--- config.mk ---
export PLATFORM = sky130hd
export DESIGN_NAME = gol_run_ctrl
export DESIGN_NICKNAME = d
export VERILOG_FILES = /design/src/rtl/gol_pkg.sv /design/src/rtl/gol_edge_det.sv /design/src/rtl/gol_run_ctrl.sv
export SDC_FILE = /design/constraint.sdc
export NUM_CORES = 1
export LEC_CHECK = 0
export CORE_MARGIN = 5
export CORE_UTILIZATION = 55
export DETAILED_ROUTE_END_ITERATION = 16
export PLACE_DENSITY_LB_ADDON = 0.12
export SYNTH_ARGS = -nofsm -noshare
export SYNTH_HDL_FRONTEND = slang
export SYNTH_SLANG_ARGS = --single-unit
--- constraint.sdc ---
create_clock -name clka -period 2.7 [get_ports clka]
set_input_delay 0.405 -clock clka [delete_from_list [all_inputs] [get_ports clka]]
set_output_delay 0.405 -clock clka [all_outputs]
set_load 0.01 [all_outputs]
--- src/rtl/gol_pkg.sv ---
// Shared types and helpers for the Game of Life run controller.
package gol_pkg;

  typedef enum logic [1:0] {
    IDLE    = 2'b00,
    PROGRAM = 2'b01,
    RUN     = 2'b10,
    PAUSE   = 2'b11
  } gol_state_e;

  localparam int STATE_W = 2;

  // Button lanes feeding the edge-detector array
  localparam int NUM_BTN = 4;
  localparam int B_PRGM  = 0;
  localparam int B_PP    = 1;
  localparam int B_BTN0  = 2;
  localparam int B_BTN1  = 3;

  // Cursor/counter width that stays >=1 even for a single-entry range
  function automatic int cur_w(input int n);
    return (n > 1) ? $clog2(n) : 1;
  endfunction

endpackage

--- src/rtl/gol_edge_det.sv ---
// Rising-edge detector; both flops reset high so a level held through reset never pulses.
module gol_edge_det (
  input  logic clka,
  input  logic rst_n,
  input  logic din,
  output logic pulse
);

  logic smp, dly;

  always_ff @(posedge clka) begin
    if (!rst_n) begin
      smp <= 1'b1;
      dly <= 1'b1;
    end else begin
      smp <= din;
      dly <= smp;
    end
  end

  assign pulse = smp & ~dly;

endmodule

--- src/rtl/gol_run_ctrl.sv ---
// IDLE/PROGRAM/RUN/PAUSE run controller: edit cursor, toggle strobe, generation tick.
// Define GOL_STEP_EN to let a btn0 edge in PAUSE issue a single generation step.
module gol_run_ctrl
  import gol_pkg::*;
#(
  parameter int GRID_W   = 8,
  parameter int GRID_H   = 8,
  parameter int TICK_DIV = 1000000,
  parameter int GEN_W    = 16
) (
  input  logic                       clka,
  input  logic                       rst_n,
  input  logic                       stop,
  input  logic                       prgm,
  input  logic                       pp,
  input  logic                       btn0,
  input  logic                       btn1,
  output logic [STATE_W-1:0]         game_state,
  output logic                       gen_tick,
  output logic                       cell_we,
  output logic [cur_w(GRID_W)-1:0]   cell_x,
  output logic [cur_w(GRID_H)-1:0]   cell_y,
  output logic [GEN_W-1:0]           gen_count
);

  localparam int X_W   = cur_w(GRID_W);
  localparam int Y_W   = cur_w(GRID_H);
  localparam int CNT_W = cur_w(TICK_DIV);
  localparam logic [X_W-1:0]   X_MAX   = X_W'(GRID_W - 1);
  localparam logic [Y_W-1:0]   Y_MAX   = Y_W'(GRID_H - 1);
  localparam logic [CNT_W-1:0] CNT_MAX = CNT_W'(TICK_DIV - 1);

  logic [NUM_BTN-1:0] btn_lvl, btn_edge;
  logic               stop_q;

  assign btn_lvl = {btn1, btn0, pp, prgm};

  for (genvar i = 0; i < NUM_BTN; i++) begin : g_edge
    gol_edge_det u_edge (
      .clka  (clka),
      .rst_n (rst_n),
      .din   (btn_lvl[i]),
      .pulse (btn_edge[i])
    );
  end

  always_ff @(posedge clka) begin
    if (!rst_n) stop_q <= 1'b0;
    else        stop_q <= stop;
  end

  gol_state_e       state, state_nxt;
  logic [CNT_W-1:0] cnt, cnt_nxt;
  logic [GEN_W-1:0] gc_nxt;
  logic             tick_nxt, we_nxt;
  logic [X_W-1:0]   x_nxt, adv_x;
  logic [Y_W-1:0]   y_nxt, adv_y;
  // Cursor advance deferred one cycle when it collides with a write strobe
  logic             pend, pend_nxt;

  always_comb begin
    adv_x = cell_x + 1'b1;
    adv_y = cell_y;
    if (cell_x == X_MAX) begin
      adv_x = '0;
      adv_y = (cell_y == Y_MAX) ? '0 : cell_y + 1'b1;
    end
  end

  always_comb begin
    state_nxt = state;
    cnt_nxt   = cnt;
    gc_nxt    = gen_count;
    tick_nxt  = 1'b0;
    we_nxt    = 1'b0;
    x_nxt     = cell_x;
    y_nxt     = cell_y;
    pend_nxt  = 1'b0;
    if (pend) begin
      x_nxt = adv_x;
      y_nxt = adv_y;
    end
    if (stop_q) begin
      state_nxt = IDLE;
      cnt_nxt   = '0;
      gc_nxt    = '0;
      x_nxt     = '0;
      y_nxt     = '0;
    end else begin
      unique case (state)
        IDLE: begin
          if (btn_edge[B_PRGM]) begin
            state_nxt = PROGRAM;
            x_nxt     = '0;
            y_nxt     = '0;
          end
        end
        PROGRAM: begin
          we_nxt = btn_edge[B_BTN1];
          if (btn_edge[B_BTN0]) begin
            if (btn_edge[B_BTN1]) pend_nxt = 1'b1;
            else begin
              x_nxt = adv_x;
              y_nxt = adv_y;
            end
          end
          // Fresh RUN always starts a full tick period
          if (btn_edge[B_PP]) begin
            state_nxt = RUN;
            cnt_nxt   = '0;
          end
        end
        RUN: begin
          if (cnt == CNT_MAX) begin
            cnt_nxt  = '0;
            tick_nxt = 1'b1;
            gc_nxt   = gen_count + 1'b1;
          end else begin
            cnt_nxt = cnt + 1'b1;
          end
          if (btn_edge[B_PP]) state_nxt = PAUSE;
        end
        PAUSE: begin
          if (btn_edge[B_PRGM]) begin
            state_nxt = PROGRAM;
            x_nxt     = '0;
            y_nxt     = '0;
          end else if (btn_edge[B_PP]) begin
            state_nxt = RUN;
          end
`ifdef GOL_STEP_EN
          if (btn_edge[B_BTN0]) begin
            tick_nxt = 1'b1;
            gc_nxt   = gen_count + 1'b1;
          end
`endif
        end
        default: state_nxt = IDLE;
      endcase
    end
  end

  always_ff @(posedge clka) begin
    if (!rst_n) begin
      state     <= IDLE;
      cnt       <= '0;
      gen_count <= '0;
      gen_tick  <= 1'b0;
      cell_we   <= 1'b0;
      cell_x    <= '0;
      cell_y    <= '0;
      pend      <= 1'b0;
    end else begin
      state     <= state_nxt;
      cnt       <= cnt_nxt;
      gen_count <= gc_nxt;
      gen_tick  <= tick_nxt;
      cell_we   <= we_nxt;
      cell_x    <= x_nxt;
      cell_y    <= y_nxt;
      pend      <= pend_nxt;
    end
  end

  assign game_state = state;

endmodule

==> flow_metrics.tcl, run 1 <==
set metrics [dict create \
    status "completed" \
    cts_root_buf "clkbuf_8" \
    synth_area_sq_um 2850 \
    crit_path_start_kind "flip-flop" \
    p_leak_nw 1.13 \
    syn_to_final_growth_pct 17.5 \
    p_per_area_nw_per_um2 399 \
    ant_nets 0 \
    drtIter0Drc 121 \
    synth-seq-area-share_pct 39.4 \
    fmax_ghz 0.435 \
    antenna_found_initial 0 \
    cts_sinks 56 \
    cts_buffers 5 \
    dpl.cell_count 441 \
    postRouteWirelength_um 6460 \
    post-route-util_pct 66.0 \
    die_area_sq_um 6720 \
    crit_fanout 9 \
    layout_common_cells "56 x dfxtp_1, 32 x clkdlybuf4s50_1, 31 x a21oi_1" \
    hold_viol_final 0 \
    cp-end-kind "flip-flop" \
    dr.pass1.iters 5 \
    clock_latency_ns 0.31 \
    cp_cell_sequence "or4_1 > nor4_4 > nand4_2 > or3_1 > a21oi_1" \
    met2_usage_pct 36.1 \
    pwr-share-seq_pct 62.4 \
    gp_congestion 0.922 \
    grt_start_max_net_pins 22 \
    clock_skew_ns 0.00642 \
    grt_use_met1_pct 26.6 \
    critPathKind "reg2reg" \
    drv_cap 0 \
    slowest_stage "or4_1" \
    pre_cts_ws_ns 0.435 \
    final_common_cell "dfxtp_1" \
    ir_drop_uv 241 \
    clkPwrFrac_pct 33.8 \
    ys_ff_latch 56 \
    post_cts.repair.setup_buffers 0 \
    dpl.hpwl_um 4650 \
    worst_pin_slew_ns 0.632 \
    slew_violations 0 \
    rsz0062_at_grt "no" \
    ys_warn_count 0 \
    fin_crit_ns 2.30 \
    cpLargestDelayFamily "simple AND/OR/NAND/NOR gates" \
    initial_core_util_pct 56.1 \
    ys_async_sr_fraction_pct 0 \
    hold_ws_ns 0.440 \
    setup_viol 0 \
    final_cell_area_sq_um 3350 \
    p_sw_uw 303 \
    cp.buffers_inverters 0 \
    synth_ff_type "dfxtp_1" \
    synth_cells 347 \
    io_buffers 32 \
    cts_hold_buf 0 \
    synth-edff-count 0 \
    h-tree-depth 2 \
    p_comb_share_pct 3.7 \
    cts_buffer_depth 2 \
    final.period_utilization_pct 85.2 \
    grt_pass1_vias 2535 \
    die_w_um 82.0 \
    num_rows 26 \
    cp_data_required_time_ns 2.94 \
    grt.busiest_layer "met2" \
    finalNonFillerCells 449 \
    arrival_ns 2.55 \
    dpl_cell_area_sq_um 3260 \
    crit_path_max_incr_delay_ns 0.61 \
    nNetsFinal 395 \
    hp-class "reg2reg" \
    ios 33 \
    drc 0 \
    vias_per_cell 5.95 \
    die_y_um 82.0 \
    synth.distinct_cells 46 \
    internal_power_mw 1.03 \
    grt_pass1_wl_um 11300 \
    diodes 0 \
    power.total_mw 1.34 \
    swShare_pct 22.7 \
    met3_usage_pct 3.73 \
    avgRoutedWirePerCell_um 14.4 \
    syn_nets 364 \
    core-area_sq_um 5070 \
    grt.total_usage_pct 20.9 \
    finalWorstSetupSlack_ns 0.399 \
    overflow 0 \
    cts-resized-gates 0 \
    vias 2671 \
    max-slew-margin-rel_pct 57.8 \
    syn_avg_cell_area_sq_um 8.21 \
    cts_tree "yes" \
    drive_above_1_share_pct 5.54 \
    clk_pin_slew_worst_paths_ns 0.10 \
    fin_setup_tns_ns 0 \
]
cells by family after synthesis:
logic type / synth area share (%)
buf+inv: 3.34
flops: 39.4
compound gates: 16.3
fa+ha+maj: 4.39
xor+xnor: 1.84
simple gates: 32.6
mux: 2.15
sequential cells by signal, indices dropped and copies added (netlist names):
name               count
g_edge.u_edge.smp      4
pend                   1
game_state             2
g_edge.u_edge.dly      4
cell_x                 3
stop_q                 1
cell_y                 3
cell_we                1
gen_tick               1
cnt                   20
gen_count             16
Yosys cell counts, types with 3 or more instances:
library cell,n,area [sq um]
dfxtp_1,56,1120
a21oi_1,31,155
o21ai_0,29,145
nand2_1,26,97.6
nor2_1,23,86.3
nand3_1,21,105
nand4_1,17,106
or3_1,17,106
clkbuf_1,15,56.3
nand2b_1,12,75.1
ha_1,10,125
or4_1,9,67.6
inv_1,8,30.0
and3_1,7,43.8
nor2b_1,6,37.5
nor4_1,6,37.5
and2_1,5,31.3
mux2i_1,5,50.1
xnor2_1,5,43.8
and4_1,4,35.0
nor3_1,3,15.0
worst paths after layout:
| path | to | depth (start not counted) | from | slack, ns |
|---|---|---|---|---|
| setup / recovery | gen_count[15] | 5 | cnt[10] | 0.40 |
| hold / removal | g_edge[3].u_edge.dly | 1 | g_edge[3].u_edge.smp | 0.44 |
| setup reg to reg | gen_count[15] | 5 | cnt[10] | 0.40 |
| hold reg to reg | g_edge[3].u_edge.dly | 1 | g_edge[3].u_edge.smp | 0.44 |
routing by layer:
layer | wire (um) | up-vias
met4 | 53 | 0
li1 | - | 1346
met5 | 0 | -
met2 | 3080 | 59
met3 | 281 | 9
met1 | 3040 | 1257
cell type report:
class	instances	area, sq um
inverter	8	30.0
clock inverter	3	18.8
fill	460	1730
clock buffer	5	68.8
sequential	56	1120
timing repair buffer	41	388
multi-input combinational	266	1630
tap	70	87.6
power groups by stage:
stage	clock [mW]	sequential, mW	combinational [mW]
6_report	0.452	0.834	0.0500
5_1_grt	0.499	0.836	0.0550
4_1_cts	0.470	0.835	0.0500
3_5_place_dp	0	0.854	0.0495
3_3_place_gp	0	0.853	0.0484
2_1_floorplan	0	0.853	0.0296
(Power assumes the default switching activity.)
==> inputs of run 2 (changes only) <==
Settings changed: ABC_CLOCK_PERIOD_IN_PS set to 2700.
==> results of run 2 <==
Final layout, timing and power as in run 1 (identical DEF).
